File: config.mk
export PLATFORM = sky130hd
export DESIGN_NAME = ex_mem_stage
export DESIGN_NICKNAME = d
export VERILOG_FILES = /design/src/rtl/ex_mem_stage.sv
export SDC_FILE = /design/constraint.sdc
export NUM_CORES = 1
export LEC_CHECK = 0
export ABC_AREA = 1
export CELL_PAD_IN_SITES_DETAIL_PLACEMENT = 1
export CELL_PAD_IN_SITES_GLOBAL_PLACEMENT = 1
export CORE_ASPECT_RATIO = 0.5
export CORE_MARGIN = 2
export CORE_UTILIZATION = 36
export DETAILED_ROUTE_END_ITERATION = 6
export GPL_TIMING_DRIVEN = 0
export HOLD_SLACK_MARGIN = 0.05
export PLACE_DENSITY = 0.84
export SLEW_MARGIN = 40
export SYNTH_ARGS = -nofsm -noshare
export SYNTH_HDL_FRONTEND = slang
export SYNTH_SLANG_ARGS = --single-unit
File: constraint.sdc
create_clock -name clk -period 2.3 [get_ports clk]
set_clock_uncertainty 0.15 [all_clocks]
set_input_delay 0.345 -clock clk [delete_from_list [all_inputs] [get_ports clk]]
set_output_delay 0.345 -clock clk [all_outputs]
set_load 0.1 [all_outputs]
File: src/rtl/ex_mem_stage.sv
// EX stage ALU with operand forwarding feeding the EX/MEM pipeline register.
// Define EX_MEM_STAGE_FWD_EN to compile in EX/MEM and MEM/WB operand forwarding.
module ex_mem_stage #(
   parameter int unsigned DATA_W = 8
) (
   input  logic              clk,
   input  logic              reset,
   input  logic              stall_i,
   input  logic              flush_i,
   input  logic [3:0]        alu_op_i,
   input  logic [DATA_W-1:0] op1_i,
   input  logic [DATA_W-1:0] op2_i,
   input  logic [1:0]        constant_i,
   input  logic [2:0]        rd_i,
   input  logic [2:0]        rs1_i,
   input  logic [2:0]        rs2_i,
   input  logic              memRead_i,
   input  logic              memWrite_i,
   input  logic              regWrite_i,
   input  logic [2:0]        wb_rd_i,
   input  logic              wb_regWrite_i,
   input  logic [DATA_W-1:0] wb_data_i,
   output logic [DATA_W-1:0] alu_result_o,
   output logic [DATA_W-1:0] store_data_o,
   output logic [2:0]        rd_o,
   output logic              memRead_o,
   output logic              memWrite_o,
   output logic              regWrite_o,
   output logic              zero_o,
   output logic              carry_o
);

   logic [DATA_W-1:0] alu_result_q, alu_result_d;
   logic [DATA_W-1:0] store_data_q, store_data_d;
   logic [2:0]        rd_q, rd_d;
   logic              mem_read_q, mem_read_d;
   logic              mem_write_q, mem_write_d;
   logic              reg_write_q, reg_write_d;
   logic              zero_q, zero_d;
   logic              carry_q, carry_d;

   logic [DATA_W-1:0] opa, opb;
   logic [DATA_W-1:0] res;
   logic [DATA_W:0]   wide;
   logic              cy;

`ifdef EX_MEM_STAGE_FWD_EN
   // A load result is not available yet in EX/MEM, so it never forwards.
   logic ex_fwd_ok;
   assign ex_fwd_ok = reg_write_q && !mem_read_q;

   always_comb begin
      opa = op1_i;
      if (ex_fwd_ok && (rd_q == rs1_i)) begin
         opa = alu_result_q;
      end else if (wb_regWrite_i && (wb_rd_i == rs1_i)) begin
         opa = wb_data_i;
      end
      opb = op2_i;
      if (ex_fwd_ok && (rd_q == rs2_i)) begin
         opb = alu_result_q;
      end else if (wb_regWrite_i && (wb_rd_i == rs2_i)) begin
         opb = wb_data_i;
      end
   end
`else
   logic unused_wb;
   assign unused_wb = ^{wb_rd_i, wb_regWrite_i, wb_data_i, rs1_i, rs2_i};
   assign opa = op1_i;
   assign opb = op2_i;
`endif

   always_comb begin
      wide = '0;
      res  = '0;
      cy   = 1'b0;
      case (alu_op_i)
         4'd0: begin
            wide = {1'b0, opa} + {1'b0, opb};
            res  = wide[DATA_W-1:0];
            cy   = wide[DATA_W];
         end
         4'd1: begin
            // Top bit of the widened difference is the unsigned borrow.
            wide = {1'b0, opa} - {1'b0, opb};
            res  = wide[DATA_W-1:0];
            cy   = wide[DATA_W];
         end
         4'd2: res = opa & opb;
         4'd3: res = opa | opb;
         4'd4: res = opa ^ opb;
         4'd5: res = ~opa;
         4'd6: res = opa << constant_i;
         4'd7: res = opa >> constant_i;
         4'd8: res = opb;
         4'd9: begin
            wide = {1'b0, opa} + {{(DATA_W-1){1'b0}}, constant_i};
            res  = wide[DATA_W-1:0];
            cy   = wide[DATA_W];
         end
         default: res = '0;
      endcase
   end

   always_comb begin
      alu_result_d = alu_result_q;
      store_data_d = store_data_q;
      rd_d         = rd_q;
      mem_read_d   = mem_read_q;
      mem_write_d  = mem_write_q;
      reg_write_d  = reg_write_q;
      zero_d       = zero_q;
      carry_d      = carry_q;
      if (!stall_i) begin
         if (flush_i) begin
            alu_result_d = '0;
            store_data_d = '0;
            rd_d         = '0;
            mem_read_d   = 1'b0;
            mem_write_d  = 1'b0;
            reg_write_d  = 1'b0;
            zero_d       = 1'b0;
            carry_d      = 1'b0;
         end else begin
            alu_result_d = res;
            store_data_d = opb;
            rd_d         = rd_i;
            mem_read_d   = memRead_i;
            mem_write_d  = memWrite_i;
            reg_write_d  = regWrite_i;
            zero_d       = (res == '0);
            carry_d      = cy;
         end
      end
   end

   always_ff @(posedge clk or posedge reset) begin
      if (reset) begin
         alu_result_q <= '0;
         store_data_q <= '0;
         rd_q         <= '0;
         mem_read_q   <= 1'b0;
         mem_write_q  <= 1'b0;
         reg_write_q  <= 1'b0;
         zero_q       <= 1'b0;
         carry_q      <= 1'b0;
      end else begin
         alu_result_q <= alu_result_d;
         store_data_q <= store_data_d;
         rd_q         <= rd_d;
         mem_read_q   <= mem_read_d;
         mem_write_q  <= mem_write_d;
         reg_write_q  <= reg_write_d;
         zero_q       <= zero_d;
         carry_q      <= carry_d;
      end
   end

   assign alu_result_o = alu_result_q;
   assign store_data_o = store_data_q;
   assign rd_o         = rd_q;
   assign memRead_o    = mem_read_q;
   assign memWrite_o   = mem_write_q;
   assign regWrite_o   = reg_write_q;
   assign zero_o       = zero_q;
   assign carry_o      = carry_q;

endmodule
### After elaboration in Yosys (flattened, before gate mapping)

Cells that the tools add are included.

* bits in registers: 24

* multiplexer cells: 10
* add/subtract/negate cells: 3
* reductions and logical operators: 2
* shift operators: 2
* eq/ne operators: 9
* bitwise logic cells: 4

Operators with widths (number)
* $pmux 8 s10: 1
* $eq 4x3->1 const B: 4
* $mux 8: 2
* $add 8x2->9: 1
* $add 8x8->9: 1
* $sub 8x8->9: 1
* $and 8x8->8: 1
* $eq 4x2->1 const B: 2
* $eq 4x4->1 const B: 2
* $logic_not 8->1: 1
* $not 8->8: 1
* $or 8x8->8: 1
* $shl 8x2->8: 1
* $shr 8x2->8: 1
* $xor 8x8->8: 1
* $mux 1: 5
* $eq 4x1->1 const B: 1
* $logic_not 4->1: 1
* $mux 3: 1
* $pmux 1 s3: 1

### Depth between registers and ports, before layout

Gate-level depths: netlist of run 1.

* depth after elaboration: 4
* gate-level depth with buffers: 17
* depth with buffers taken out: 17

### Least setup slack after synthesis of run 1

Ideal clock, no wire load.

* path type: input port to flip-flop
* from: in op1_i[2]
* to: reg alu_result_q[7] (netlist: alu_result_o[7])
* data arrival time: 1.798 ns
* cell stages on the path: 12
* path buffers: 2
* slack: 0.229 ns
* cells stage by stage: buf_2 inv_1 ha_1 buf_2 inv_1 a21oi_1 nand2_1 nand2_1 nand3_1 nand3_1 nand3_1 a22o_1

* longest elaborated chain between the ends: 3
* elaborated cells on any way between the ends: 7

RTL lines
* start: declaration: line 11 `input logic [DATA_W-1:0] op1_i,`
* $add 8x2->9 (tied with other cells): line 97 `wide = {1'b0, opa} + {{(DATA_W-1){1'b0}}, constant_i};`
* $pmux 8 s10 (*): line 77 `case (alu_op_i)`
* $mux 8 (*): line 115 `if (flush_i) begin`
* end signal: assignment: line 148 `alu_result_q <= alu_result_d;`
* end: declaration: line 33 `logic [DATA_W-1:0] alu_result_q, alu_result_d;`

Mark *: on every way between the ends. The rest lies on a longest branch, timed or not.
A chain may end at the register's enable or synchronous reset.

### Final worst setup path of run 1

* from: in op2_i[6]
* to: reg zero_q (netlist: zero_o)

* longest elaborated chain between the ends: 4
* elaborated cells on any way between the ends: 8

RTL lines
* start: declaration: line 12 `input logic [DATA_W-1:0] op2_i,`
* $sub 8x8->9 (tied with other cells): line 85 `wide = {1'b0, opa} - {1'b0, opb};`
* $pmux 8 s10 (*): line 77
* $logic_not 8->1 (*): line 131 `zero_d = (res == '0);`
* $mux 1 (*): line 115
* end signal: assignment: line 154 `zero_q <= zero_d;`
* end: declaration: line 39 `logic zero_q, zero_d;`

Marked as above.

==> results of run 1 <==
-- cell usage after synthesis --
cell type                  count  area [um2]
sky130_fd_sc_hd__a21boi_0      1        7.51
sky130_fd_sc_hd__a21boi_1      1        7.51
sky130_fd_sc_hd__a21o_1        2        15.0
sky130_fd_sc_hd__a21oi_1      14        70.1
sky130_fd_sc_hd__a22o_1       12         105
sky130_fd_sc_hd__a31oi_1       2        12.5
sky130_fd_sc_hd__and2_1        1        6.26
sky130_fd_sc_hd__buf_2         5        25.0
sky130_fd_sc_hd__buf_6         1        11.3
sky130_fd_sc_hd__clkbuf_1      6        22.5
sky130_fd_sc_hd__clkinv_1      1        3.75
sky130_fd_sc_hd__dfrtp_1      24         601
sky130_fd_sc_hd__fa_1          3        60.1
sky130_fd_sc_hd__ha_1         29         363
sky130_fd_sc_hd__inv_1        55         206
sky130_fd_sc_hd__nand2_1     122         458
sky130_fd_sc_hd__nand3_1      66         330
sky130_fd_sc_hd__nand3b_1      2        15.0
sky130_fd_sc_hd__nand4_1       2        12.5
sky130_fd_sc_hd__nor2_1       55         206
sky130_fd_sc_hd__nor2_2        1        6.26
sky130_fd_sc_hd__nor3_1        5        25.0
sky130_fd_sc_hd__o211ai_1      1        7.51
sky130_fd_sc_hd__o21ai_0      35         175
sky130_fd_sc_hd__o21bai_1      1        7.51
sky130_fd_sc_hd__o22ai_1       4        25.0
sky130_fd_sc_hd__xor2_1        1        8.76
-- per-stage QoR --
step	hold slack [ns]	TNS (ns)	power, mW	cell area (um2)
after global routing	0.328	0	1.85	3690
final	0.297	0	1.76	3690
after floorplan	0.210	0	1.03	2790
after CTS	0.317	0	1.72	3590
after global placement	0.314	-5.75	1.28	3450
after detailed placement	0.318	-6.11	1.26	3330
-- final cells by class --
cell class / count / area (um2) / area share
Buffer: 11 / 66.3 / 0.0180
Tap cell: 96 / 120 / 0.0325
Inverter: 56 / 214 / 0.0580
Multi-Input combinational cell: 360 / 2140 / 0.580
Sequential cell: 24 / 601 / 0.163
Timing Repair Buffer: 61 / 460 / 0.125
Clock buffer: 4 / 88.8 / 0.0241
-- how the worst min path moves through the flow --
stage / endpoint / cells past startpoint / slack, ns / start
4_1_cts: rd_o[2]$_DFFE_PP0N_ / 2 / 0.32 / reset
3_5_place_dp: store_data_o[3]$_DFFE_PP0N_ / 2 / 0.32 / store_data_o[3]$_DFFE_PP0N_
3_3_place_gp: store_data_o[0]$_DFFE_PP0N_ / 2 / 0.31 / store_data_o[0]$_DFFE_PP0N_
2_1_floorplan: alu_result_o[0]$_DFFE_PP0N_ / 1 / 0.21 / reset
5_1_grt: store_data_o[5]$_DFFE_PP0N_ / 3 / 0.33 / op2_i[5]
6_report: rd_o[2]$_DFFE_PP0N_ / 2 / 0.30 / reset
-- cells in the final DEF, fill, tap and decap left out, types with 5 or more instances in the layout --
| master | Yosys | layout |
|---|---|---|
| sky130_fd_sc_hd__nor2_2 | 1 | 11 |
| sky130_fd_sc_hd__ha_4 | 0 | 5 |
| sky130_fd_sc_hd__clkbuf_1 | 6 | 6 |
| sky130_fd_sc_hd__buf_2 | 5 | 27 |
| sky130_fd_sc_hd__nand2_1 | 122 | 114 |
| sky130_fd_sc_hd__dfrtp_1 | 24 | 24 |
| sky130_fd_sc_hd__o21ai_0 | 35 | 33 |
| sky130_fd_sc_hd__nand2_2 | 0 | 8 |
| sky130_fd_sc_hd__buf_4 | 0 | 7 |
| sky130_fd_sc_hd__clkdlybuf4s50_1 | 0 | 10 |
| sky130_fd_sc_hd__a21oi_1 | 14 | 9 |
| sky130_fd_sc_hd__inv_2 | 0 | 14 |
| sky130_fd_sc_hd__inv_1 | 55 | 40 |
| sky130_fd_sc_hd__a22o_1 | 12 | 12 |
| sky130_fd_sc_hd__ha_1 | 29 | 21 |
| sky130_fd_sc_hd__dlymetal6s2s_1 | 0 | 6 |
| sky130_fd_sc_hd__nor2_1 | 55 | 41 |
| sky130_fd_sc_hd__clkbuf_2 | 0 | 6 |
| sky130_fd_sc_hd__nand3_1 | 66 | 62 |
-- state kept, by name, summed over array words and instances, names as in the netlist --
| name | cells |
|---|---|
| rd_o | 3 |
| alu_result_o | 8 |
| memRead_o | 1 |
| zero_o | 1 |
| memWrite_o | 1 |
| regWrite_o | 1 |
| carry_o | 1 |
| store_data_o | 8 |
-- power by group through the flow --
| stage | Sequential, mW | Clock, mW | Combinational, mW |
|---|---|---|---|
| final | 0.473 | 0.411 | 0.875 |
| after global routing | 0.477 | 0.437 | 0.940 |
| after CTS | 0.473 | 0.417 | 0.829 |
| after detailed placement | 0.480 | 0 | 0.782 |
| after global placement | 0.480 | 0 | 0.799 |
| after floorplan | 0.727 | 0 | 0.300 |
-- kinds of logic (layout without fill, tap and decap cells) --
group           Yosys count  in the layout  synth area share
flops                    24             24             0.215
xor+xnor                  1              1           0.00314
fa+ha+maj                32             32             0.151
compound gates           73             73             0.155
buf+inv                  68            132            0.0963
simple gates            254            254             0.379
-- routing by layer --
| metal | up-vias | global-route usage | part of all wire |
|---|---|---|---|
| met1 | 1592 | 0.368 | 0.48 |
| met3 | 13 | 0.0210 | 0.077 |
| met4 | 0 | 0.0571 | 0.014 |
| met5 | - | 0 | 0 |
| li1 | 1608 | - | - |
| met2 | 100 | 0.416 | 0.43 |
-- repair_timing --
item / 4_1_cts / 5_1_grt
pin swaps: 3 / 10
buffers inserted: 6 / 1
endpoints found under the setup margin: 9 / 6
gates resized for setup: 61 / 61
==> summary.md, run 1 <==
| Metric | Value |
|---|---|
| Yosys warns | `0` |
| CTS Buffer Depth | `2` |
| Setup Viol. Count Final | `0` |
| Delay of the slowest cell on the worst path | `0.54 ns` |
| Latest clock arrival within the worst-skew pair | `0.26 ns` |
| Antenna violations before repair | `0` |
| Cell at the root of the clock tree | `sky130_fd_sc_hd__clkbuf_16` |
| Final Critical Period | `2.21 ns` |
| Cells traversed along the worst timing path | `clkdlybuf4s50_1 -> inv_2 -> ha_4 -> inv_1 -> a21oi_1 -> a21boi_2 -> nand3_1 -> nand3_1 -> nand3_2 -> nor2_2 -> nand3_2 -> nand2_1` |
| Via count of the first global-routing pass | `3296` |
| # placed instances | `602` |
| Clock Power Share | `0.234` |
| Upper clock frequency limit | `0.453 GHz` |
| Die width | `roughly 130 um` |
| H-Tree Depth | `1` |
| Worst r2r src | `alu_result_o[6]$_DFFE_PP0N_` |
| Final hold violation count | `0` |
| DR iter-0 viols | `around 250` |
| Flip-flop and latch count after synthesis | `24` |
| Leakage Power | `1.97 nW` |
| Synth Cell Area | `0.00279 mm2` |
| HPWL reported at the end of detailed placement | `8.32 mm` |
| Net count after synthesis | `between 500 and 600` |
| First-pass iteration count of the detailed router | `4` |
| Avg Vias per Cell | `5.41` |
| Global routing usage summed across all routing layers | `0.255` |
| Final weighted congestion of routability-driven global placement | `about 0.93` |
| Final standard cell utilization of the core | `0.497` |
| Required @ worst endpoint | `around 2.3 ns` |
| Final Worst Setup Slack | `0.0910 ns` |
| Number of clock buffers inserted by TritonCTS | `3` |
| Hold buffer count at cts | `0` |
| Number of placement rows | `22` |
| Initial core utilization | `0.376` |
| Setup crit start kind | `input port` |
| Worst Setup Path Type | `in2reg` |
| Transition time at the pin with the least slew margin | `a little over 0.5 ns` |
| Number of primary I/O pins | `74` |
| Total stage count of the critical path | `12` |
| Crit. Startpoint | `op2_i[6]` |
| Number of instances in the synthesized netlist | `452` |
| RSZ-0062 raised after global routing | `false` |
| Kind of capture point of the worst setup path | `register` |
| Normalized max-slew margin | `0.661` |
| Worst R2R Setup Slack | `1.41 ns` |
| Y dimension of the die | `66.3 um` |
| Crit path to | `zero_o$_DFFE_PP0N_` |
| # fillers | `1019` |
| Count of input and output buffers | `between 50 and 60` |
| Slowest stage cell, crit path | `sky130_fd_sc_hd__clkdlybuf4s50_1` |
| Number of clock sinks seen by CTS | `24` |
| Max Fanout on Critical Path | `5` |
| Via count | `3313` |
| Crit share post-route | `0.960` |
| Fin. max-slew vios | `0` |
| Antenna diode count | `0` |
| Buf+Inv Stages, Crit Path | `3` |
| Run status | `finished clean` |
| Cell area power density | `477 mW/mm2` |
| Logic gate share of total power | `0.497` |
| Number of cells on the worst reg-to-reg path | `1` |
| Post-route ant nets | `0` |
| Syn-to-layout area delta | `32.1%` |
| Detailed-route DRC error count | `0` |
| Max capacitance violation total | `0` |
| Register share of total power | `0.269` |
| FF-to-FF End | `alu_result_o[6]$_DFFE_PP0N_` |
| Arrival time of the worst setup path | `2.25 ns` |
| Fraction of layout cells with a size suffix above 1 | `0.217` |
| P_sw | `around 800 uW` |
| Floorplan Core Area | `0.00743 mm2` |
| First-pass GRT wire length | `~17 mm` |
| Sw Share | `0.453` |
| Pin count of the biggest net entering global routing | `25` |
| CP delay by family, top | `buffers and inverters` |
| Cell-internal power | `963 uW` |
| Nets | `599` |
| Highest ir drop seen on vdd | `304 uV` |
| Class of the worst hold path | `in2async` |
| Wire length per cell | `17.5 um` |
| CTS tree | `yes` |
| Aggregate global routing overflow | `0` |
| Dpl ws | `-0.864 ns` |
| Non-Filler Instances | `612` |
| DRT Wirelength | `10.7 mm` |
| Mean instance size in the synthesized netlist | `6.18 um2` |
| Total die area | `between 0.008 and 0.009 mm2` |
| Fraction of the yosys area taken by sequential cells | `0.215` |
| Clock transition time at the flip-flop clock pins of the worst setup and hold paths | `approximately 0.060 ns` |
| Unique masters post-synth | `27` |
Power figures use the tool's default switching activity.
==> run 2: changes to the inputs <==
--- a/config.mk
+++ b/config.mk
@@ -8,7 +8,7 @@
 export ABC_AREA = 1
 export CELL_PAD_IN_SITES_DETAIL_PLACEMENT = 1
 export CELL_PAD_IN_SITES_GLOBAL_PLACEMENT = 1
-export CORE_ASPECT_RATIO = 0.5
+export CORE_ASPECT_RATIO = 2
 export CORE_MARGIN = 2
 export CORE_UTILIZATION = 36
 export DETAILED_ROUTE_END_ITERATION = 6
==> summary.md, run 2 (synthesized netlist as in run 1, its figures left out) <==
| Metric | Value |
|---|---|
| Run status | `finished clean` |
| Fin. max-slew vios | `0` |
| Highest ir drop seen on vdd | `222 uV` |
| Y dimension of the die | `about 130 um` |
| Worst Setup Path Type | `in2reg` |
| Upper clock frequency limit | `between 0.4 and 0.5 GHz` |
| Post-route ant nets | `0` |
| Syn-to-layout area delta | `30.5%` |
| RSZ-0062 raised after global routing | `false` |
| Highest-count cells in the layout ignoring fill and taps | `sky130_fd_sc_hd__nand2_1 (116), sky130_fd_sc_hd__nand3_1 (65), sky130_fd_sc_hd__nor2_1 (45)` |
| CTS Buffer Depth | `2` |
| Commonest non-fill, non-tap cell in the layout | `sky130_fd_sc_hd__nand2_1` |
| Initial core utilization | `0.370` |
| Avg Vias per Cell | `5.49` |
| Final Critical Period | `2.15 ns` |
| Clock transition time at the flip-flop clock pins of the worst setup and hold paths | `0.06 ns` |
| Count of input and output buffers | `between 50 and 60` |
| Kind of capture point of the worst setup path | `register` |
| First-pass iteration count of the detailed router | `4` |
| Antenna violations before repair | `0` |
| Setup crit start kind | `input port` |
| DR iter-0 viols | `124` |
| Via count | `3346` |
| Wire length per cell | `about 18 um` |
| Crit share post-route | `0.936` |
| Pin count of the biggest net entering global routing | `25` |
| Floorplan Core Area | `0.00754 mm2` |
| FF-to-FF End | `alu_result_o[6]$_DFFE_PP0N_` |
| Aggregate global routing overflow | `0` |
| Nets | `599` |
| Via count of the first global-routing pass | `between 3000 and 4000` |
| Transition time at the pin with the least slew margin | `0.508 ns` |
| Normalized max-slew margin | `0.662` |
| Max capacitance violation total | `0` |
| First-pass GRT wire length | `17.4 mm` |
| Final hold violation count | `0` |
| Placed standard-cell area | `0.00333 mm2` |
| # fillers | `1056` |
| Dpl ws | `-0.817 ns` |
| Die width | `approximately 66 um` |
| Number of placement rows | `45` |
| Latest clock arrival within the worst-skew pair | `0.26 ns` |
| Fraction of layout cells with a size suffix above 1 | `0.204` |
| Cell area power density | `463 mW/mm2` |
| Antenna diode count | `0` |
| Number of cells on the worst reg-to-reg path | `1` |
| HPWL reported at the end of detailed placement | `8.79 mm` |
| Sw Share | `0.457` |
| Cell at the root of the clock tree | `sky130_fd_sc_hd__clkbuf_16` |
| Final cell area excluding filler cells | `0.00365 mm2` |
| Clock Power Share | `0.216` |
| Max Fanout on Critical Path | `10` |
| Global routing usage summed across all routing layers | `0.267` |
| Leakage Power | `1.95 nW` |
| Worst R2R Setup Slack | `roughly 1.4 ns` |
| Class of the worst hold path | `in2async` |
| Final Worst Setup Slack | `0.147 ns` |
| Cell-internal power | `916 uW` |
| Logic gate share of total power | `0.503` |
| Number of clock sinks seen by CTS | `24` |
| Detailed-route DRC error count | `0` |
| P_sw | `771 uW` |
| Required @ worst endpoint | `2.34 ns` |
| Number of clock buffers inserted by TritonCTS | `3` |
| Register share of total power | `0.281` |
| Arrival time of the worst setup path | `2.20 ns` |
| Final weighted congestion of routability-driven global placement | `0.925` |
| Worst r2r src | `alu_result_o[6]$_DFFE_PP0N_` |
| Number of primary I/O pins | `74` |
| H-Tree Depth | `1` |
| # placed instances | `600` |
| Total die area | `between 0.008 and 0.009 mm2` |
| Tot Pwr | `approximately 1.7 mW` |
| DRT Wirelength | `around 11 mm` |
| Setup Viol. Count Final | `0` |
| Non-Filler Instances | `609` |
| CTS tree | `yes` |
## run 2: cell count changes in the layout (fill, tap and decap cells not counted), moves of 3 or more
cell	change
sky130_fd_sc_hd__nand3_1	+3
sky130_fd_sc_hd__nand3_2	-3
sky130_fd_sc_hd__nor2_1	+4
sky130_fd_sc_hd__nor2_2	-3
## run 2: worst max-delay path, stage by stage
cell and delay, ns:
sky130_fd_sc_hd__clkdlybuf4s50_1 0.55, sky130_fd_sc_hd__nor2_2 0.09, sky130_fd_sc_hd__buf_6 0.16, sky130_fd_sc_hd__nand2_1 0.15, sky130_fd_sc_hd__nor2_1 0.07, sky130_fd_sc_hd__nor3_1 0.19, sky130_fd_sc_hd__nand3b_1 0.10, sky130_fd_sc_hd__nor2_1 0.14
sky130_fd_sc_hd__nand2_1 0.09, sky130_fd_sc_hd__nor2_1 0.11, sky130_fd_sc_hd__nand3_1 0.10, sky130_fd_sc_hd__nand2_1 0.09
## run 2: per-layer routing
layer,part of all wire,vias up,track usage
met2,0.57,91,0.529
met1,0.35,1608,0.255
li1,-,1608,-
met5,0,-,0
met3,0.026,39,0.0149
met4,0.054,0,0.152
## run 2: how the worst max path moves through the flow
stage,start,endpoint,slack [ns]
2_1_floorplan,op1_i[2],alu_result_o[7]$_DFFE_PP0N_,0.23
3_3_place_gp,op1_i[2],alu_result_o[7]$_DFFE_PP0N_,-0.78
3_5_place_dp,op1_i[2],zero_o$_DFFE_PP0N_,-0.82
4_1_cts,op2_i[3],carry_o$_DFFE_PP0N_,0.0004
5_1_grt,op1_i[2],zero_o$_DFFE_PP0N_,0.002
6_report,alu_op_i[3],zero_o$_DFFE_PP0N_,0.15
## run 2: per-stage QoR
step,hold slack (ns),setup TNS (ns),util
2_1_floorplan,0.210,0,-
3_3_place_gp,0.315,-5.65,0.458
3_5_place_dp,0.313,-5.98,0.442
4_1_cts,0.299,0,0.468
5_1_grt,0.335,0,0.483
6_report,0.281,0,0.483
## run 2: final cells by class
class / instances / area, um2 / area share
Multi-Input combinational cell: 360 / 2120 / 0.582
Sequential cell: 24 / 601 / 0.165
Timing Repair Buffer: 61 / 449 / 0.123
Inverter: 56 / 215 / 0.0590
Tap cell: 94 / 118 / 0.0323
Clock buffer: 3 / 75.1 / 0.0206
Buffer: 11 / 66.3 / 0.0182
## run 2: what timing repair did
item / in CTS / in global routing
hold buffers: 0 / 0
setup buffers: 2 / 5
resized for setup: 64 / 57
endpoints found under the setup margin: 9 / 5
pin swaps: 5 / 14
## run 2: power by group through the flow
| stage | clock [mW] | sequential, mW | combinational, mW |
|---|---|---|---|
| global placement | 0 | 0.480 | 0.794 |
| finish | 0.364 | 0.474 | 0.848 |
| CTS | 0.371 | 0.474 | 0.812 |
| detailed placement | 0 | 0.480 | 0.779 |
| global route | 0.390 | 0.477 | 0.913 |
| floorplan | 0 | 0.727 | 0.300 |
==> RTL edit 1, RTL diff (flow settings as in run 2) <==
Remove the case item `4'd9` of the case on `alu_op_i`.
--- a/src/rtl/ex_mem_stage.sv
+++ b/src/rtl/ex_mem_stage.sv
@@ -93,11 +93,6 @@
          4'd6: res = opa << constant_i;
          4'd7: res = opa >> constant_i;
          4'd8: res = opb;
-         4'd9: begin
-            wide = {1'b0, opa} + {{(DATA_W-1){1'b0}}, constant_i};
-            res  = wide[DATA_W-1:0];
-            cy   = wide[DATA_W];
-         end
          default: res = '0;
       endcase
    end
Function: changed (a bounded check fails within 4 cycles, from zero or initial values and one cycle with reset high).
==> RTL edit 1 against run 2 <==
Non-clock buffer count increased by 1; die area decreased by 4.3%; routed wire length decreased by 11%; count of clock-buffer cells in the layout increased by 1; synthesized area decreased by 4.5%; setup slack improved by 0.0014 ns; combinational power decreased by 5.2%; utilization decreased by 1.5 points; sequential cell count unchanged; global-route usage decreased by 2.0 points; critical path type unchanged; highest routed layer unchanged; fmax about the same; total power decreased by 0.42%; critical endpoint unchanged; cell area decreased by 7.3%.
==> RTL edit 1: results (changes against run 2) <==
[run_status]
status = complete, no violations  ; unchanged

[cells_and_area]
final-nonclk-buf-share = 0.150  ; was 0.141
fin_nets = 568  ; was 599
n_fill_cell = 994  ; was 1056
multi_input_area_um2 = 1880  ; was 2120 µm²
clkCellAreaFrac = 0.0263  ; was 0.0206
clock_buffers = 4  ; was 3
num-nonclk-inverters = 51  ; was 56

[place]
placed_cell_area_um2 = 3180  ; was 3330 µm²
routabilityCongestion = 0.863  ; was 0.925
hpwl_um = 8290  ; was 8790 µm

[grt]
grt_pass1_vias = 3396  ; was 3586
grt_use_met3 = 0.0161  ; was 0.0149
met1_usage = 0.222  ; was 0.255

[power_and_ir_drop]
p_switching_mw = 0.747  ; was 0.771 mW
comb_power_share = 0.478  ; was 0.503
peakVddDrop_uv = 250  ; was 222 µV
p_per_area_nw_per_um2 = 497  ; was 463 nW/µm²
p_leak_nw = 1.83  ; was 1.95 nW
pg_clk_mw = 0.404  ; was 0.364 mW

[routing]
met1_length_um = 3300  ; was 3860 µm
wl_met2_um = 5570  ; was 6260 µm
route.met3.wl_um = 219  ; was 288 µm
via_per_inst = 5.33  ; was 5.49
drt_iter0_drc = 127  ; was 124
wirelength_um = 9750  ; was 11000 µm

[setup_path]
r2r_slack_ns = 1.43  ; was 1.38 ns
worstPathArrival_ns = 2.14  ; was 2.20 ns
reg2reg_to = rd_o[1]  ; was alu_result_o[6]

[sta]
worst_slack_ns = 0.148  ; was 0.147 ns

[synth]
seq_area_frac_synth = 0.225  ; was 0.215
synth_common_cells = nand2_1 (115), nand3_1 (68), nor2_1 (59), inv_1 (49)  ; was nand2_1 (122), nand3_1 (66), inv_1 (55), nor2_1 (55), o21ai_0 (35)

## RTL edit 1: cell count changes in the layout (fill, tap and decap cells not counted), moves of 5 or more
cell	change
nand2_1	-5
nor2_2	+6
nand4_1	+5
ha_4	-6
o21ai_0	-12
## RTL edit 1: logic make-up after synthesis
group,share of synthesized area
XOR/XNOR,0.00328
AND/OR/NAND/NOR,0.413
AO/OA/AOI/OAI,0.123
buffers and inverters,0.107
flip-flops,0.225
adder cells (fa/ha/maj),0.128
## RTL edit 1: worst max-delay path, stage by stage
cell	delay [ns]
clkdlybuf4s50_1	0.61
nand2_2	0.14
nor2_4	0.25
o21ai_0	0.14
nor2_1	0.13
nor2_1	0.05
nand2_1	0.12
nor2_2	0.07
nand2_1	0.08
nor2_1	0.05
nand4_1	0.08
nand2_1	0.06
## RTL edit 1: what timing repair did
item	4_1_cts	5_1_grt
setup endpoints to repair	9	4
buffers inserted	1	3
gates resized for setup	42	34
hold buffers	0	0
pin swaps	6	5
==> RTL edit 2, RTL diff (config.mk and constraints of run 2) <==
Made on the original files. The parameter `DATA_W` goes from 8 to 6.
--- a/src/rtl/ex_mem_stage.sv
+++ b/src/rtl/ex_mem_stage.sv
@@ -1,7 +1,7 @@
 // EX stage ALU with operand forwarding feeding the EX/MEM pipeline register.
 // Define EX_MEM_STAGE_FWD_EN to compile in EX/MEM and MEM/WB operand forwarding.
 module ex_mem_stage #(
-   parameter int unsigned DATA_W = 8
+   parameter int unsigned DATA_W = 6
 ) (
    input  logic              clk,
    input  logic              reset,
Ports: changed (5 resized); port bits go from 74 to 64. No check against the original RTL was run, so the function may have changed too.
==> RTL edit 2 against run 2 <==
Cell area decreased by 21%; via count is 20% lower; fmax shrank 0.80%; global-route usage fell by 1.5 points; total power is 14% lower; sequential cell count decreased by 4; non-clock buffer count fell by 11; setup slack lost 0.017 ns; first-iteration DRC count is 31% lower; critical path depth stayed put; synthesized area shrank 20%; routed wire length fell by 25%; critical path type unchanged; critical endpoint unchanged; largest cell class unchanged.
==> RTL edit 2: results (changes against run 2) <==
[synth]
ys_types = 25  ; was 27
synthXorXnorAreaFrac = 0  ; was 0.00313
synthMostInstantiatedCell = nand2_1  ; unchanged
ys.flop_type = dfrtp_1  ; unchanged
synthAdderAreaFrac = 0.144  ; was 0.151
seq_area_frac_synth = 0.224  ; was 0.215
syn-num-nets = 424  ; was 534
synth_compound_area_frac = 0.0963  ; was 0.155
synthArstFlopShare = 1.00  ; unchanged
synth_common_cells = nand2_1 (101), nand3_1 (67), inv_1 (37), nor2_1 (36), ha_1 (21)  ; was nand2_1 (122), nand3_1 (66), inv_1 (55), nor2_1 (55), o21ai_0 (35)
synth_area_per_cell_um2 = 6.28  ; was 6.18 µm²
ys_top_cells_by_area = dfrtp_1 (22%), nand2_1 (17%), nand3_1 (15%)  ; was dfrtp_1 (21%), nand2_1 (16%), ha_1 (13%)

[cells_and_area]
sh_seq_area = 0.174  ; was 0.165
fin_nets = 477  ; was 599
multi_input_area_um2 = 1590  ; was 2120 µm²
multi_input_cells = 282  ; was 360
multi_input_area_share = 0.553  ; was 0.582
clock_buffers = 4  ; was 3
nNonClkBuffers = 61  ; was 72
final-nonclk-buf-share = 0.161  ; was 0.141
clkCellAreaFrac = 0.0309  ; was 0.0206
layout-drive-gt1-share = 0.174  ; was 0.204
n_fill_cell = 802  ; was 1056
num-nonclk-inverters = 41  ; was 56

[place]
hpwl_um = 6900  ; was 8790 µm
pre_cts_slack_ns = -0.792  ; was -0.817 ns
placed_cell_area_um2 = 2680  ; was 3330 µm²
routabilityCongestion = 0.913  ; was 0.925
port-buffer-count = 47  ; was 54
dp.cells = 466  ; was 600

[routing]
met1_length_um = 2730  ; was 3860 µm
via_per_inst = 5.65  ; was 5.49
wirelength_um = 8200  ; was 11000 µm
route.met3.wl_um = 207  ; was 288 µm
drt_iter0_drc = 85  ; was 124
vias = 2662  ; was 3346
wl_met2_um = 4700  ; was 6260 µm

[grt]
grt_pass1_vias = 2868  ; was 3586
met1_usage = 0.230  ; was 0.255
grt_use_total = 0.252  ; was 0.267
grt_pass1_wl_um = 13200  ; was 17400 µm
grt_util_met2 = 0.490  ; was 0.529
grt_use_met3 = 0.0179  ; was 0.0149
grt_max_degree = 21  ; was 25

[setup_path]
worst-path-max-fanout = 5  ; was 10
cpPeakStageDelay_ns = 0.44  ; was 0.55 ns
crit_family = simple AND/OR/NAND/NOR gates  ; unchanged
cpMaxStageDelayCell = fa_2  ; was clkdlybuf4s50_1

[clock_tree]
clkLatencyLatePin_ns = 0.25
cts_sinks = 20  ; was 24

[sta]
max_slew.worst_pin.slew_ns = 0.728  ; was 0.508 ns

[hold_path]
hold_class = in -> async  ; unchanged

[power_and_ir_drop]
p_leak_nw = 1.54  ; was 1.95 nW
pg_clk_mw = 0.394  ; was 0.364 mW
peakVddDrop_uv = 233  ; was 222 µV
switching_share = 0.432  ; was 0.457
p_clk_frac = 0.271  ; was 0.216
p_seq_frac = 0.271  ; was 0.281

[run_status]
status = complete, no violations  ; unchanged

[floorplan]
tap_cells = 63  ; was 94

## RTL edit 2: cell count changes in the layout (fill, tap and decap cells not counted), moves of 6 or more
cell / run 2 / this run
nand2_1: 116 / 101
inv_1: 39 / 30
clkdlybuf4s50_1: 11 / 17
nand2_2: 6 / 0
o21ai_0: 35 / 11
o21ai_1: 0 / 8
nor2_1: 45 / 28
## RTL edit 2: repair_timing
item,4_1_cts,5_1_grt
setup buffers,1,2
gates resized for setup,30,31
setup endpoints to repair,7,6
pin swaps,2,2
## RTL edit 2: worst paths after layout
check                            from         endpoint  slack, ns  depth (start not counted)
hold reg to reg                zero_o           zero_o       0.33                          2
max in group asynchronous       reset          rd_o[1]       1.38                          2
min in group clk               zero_o           zero_o       0.33                          2
hold / removal                  reset  store_data_o[4]       0.27                          2
setup reg to reg           memWrite_o       memWrite_o       1.42                          1
setup / recovery             op1_i[0]           zero_o       0.13                         12
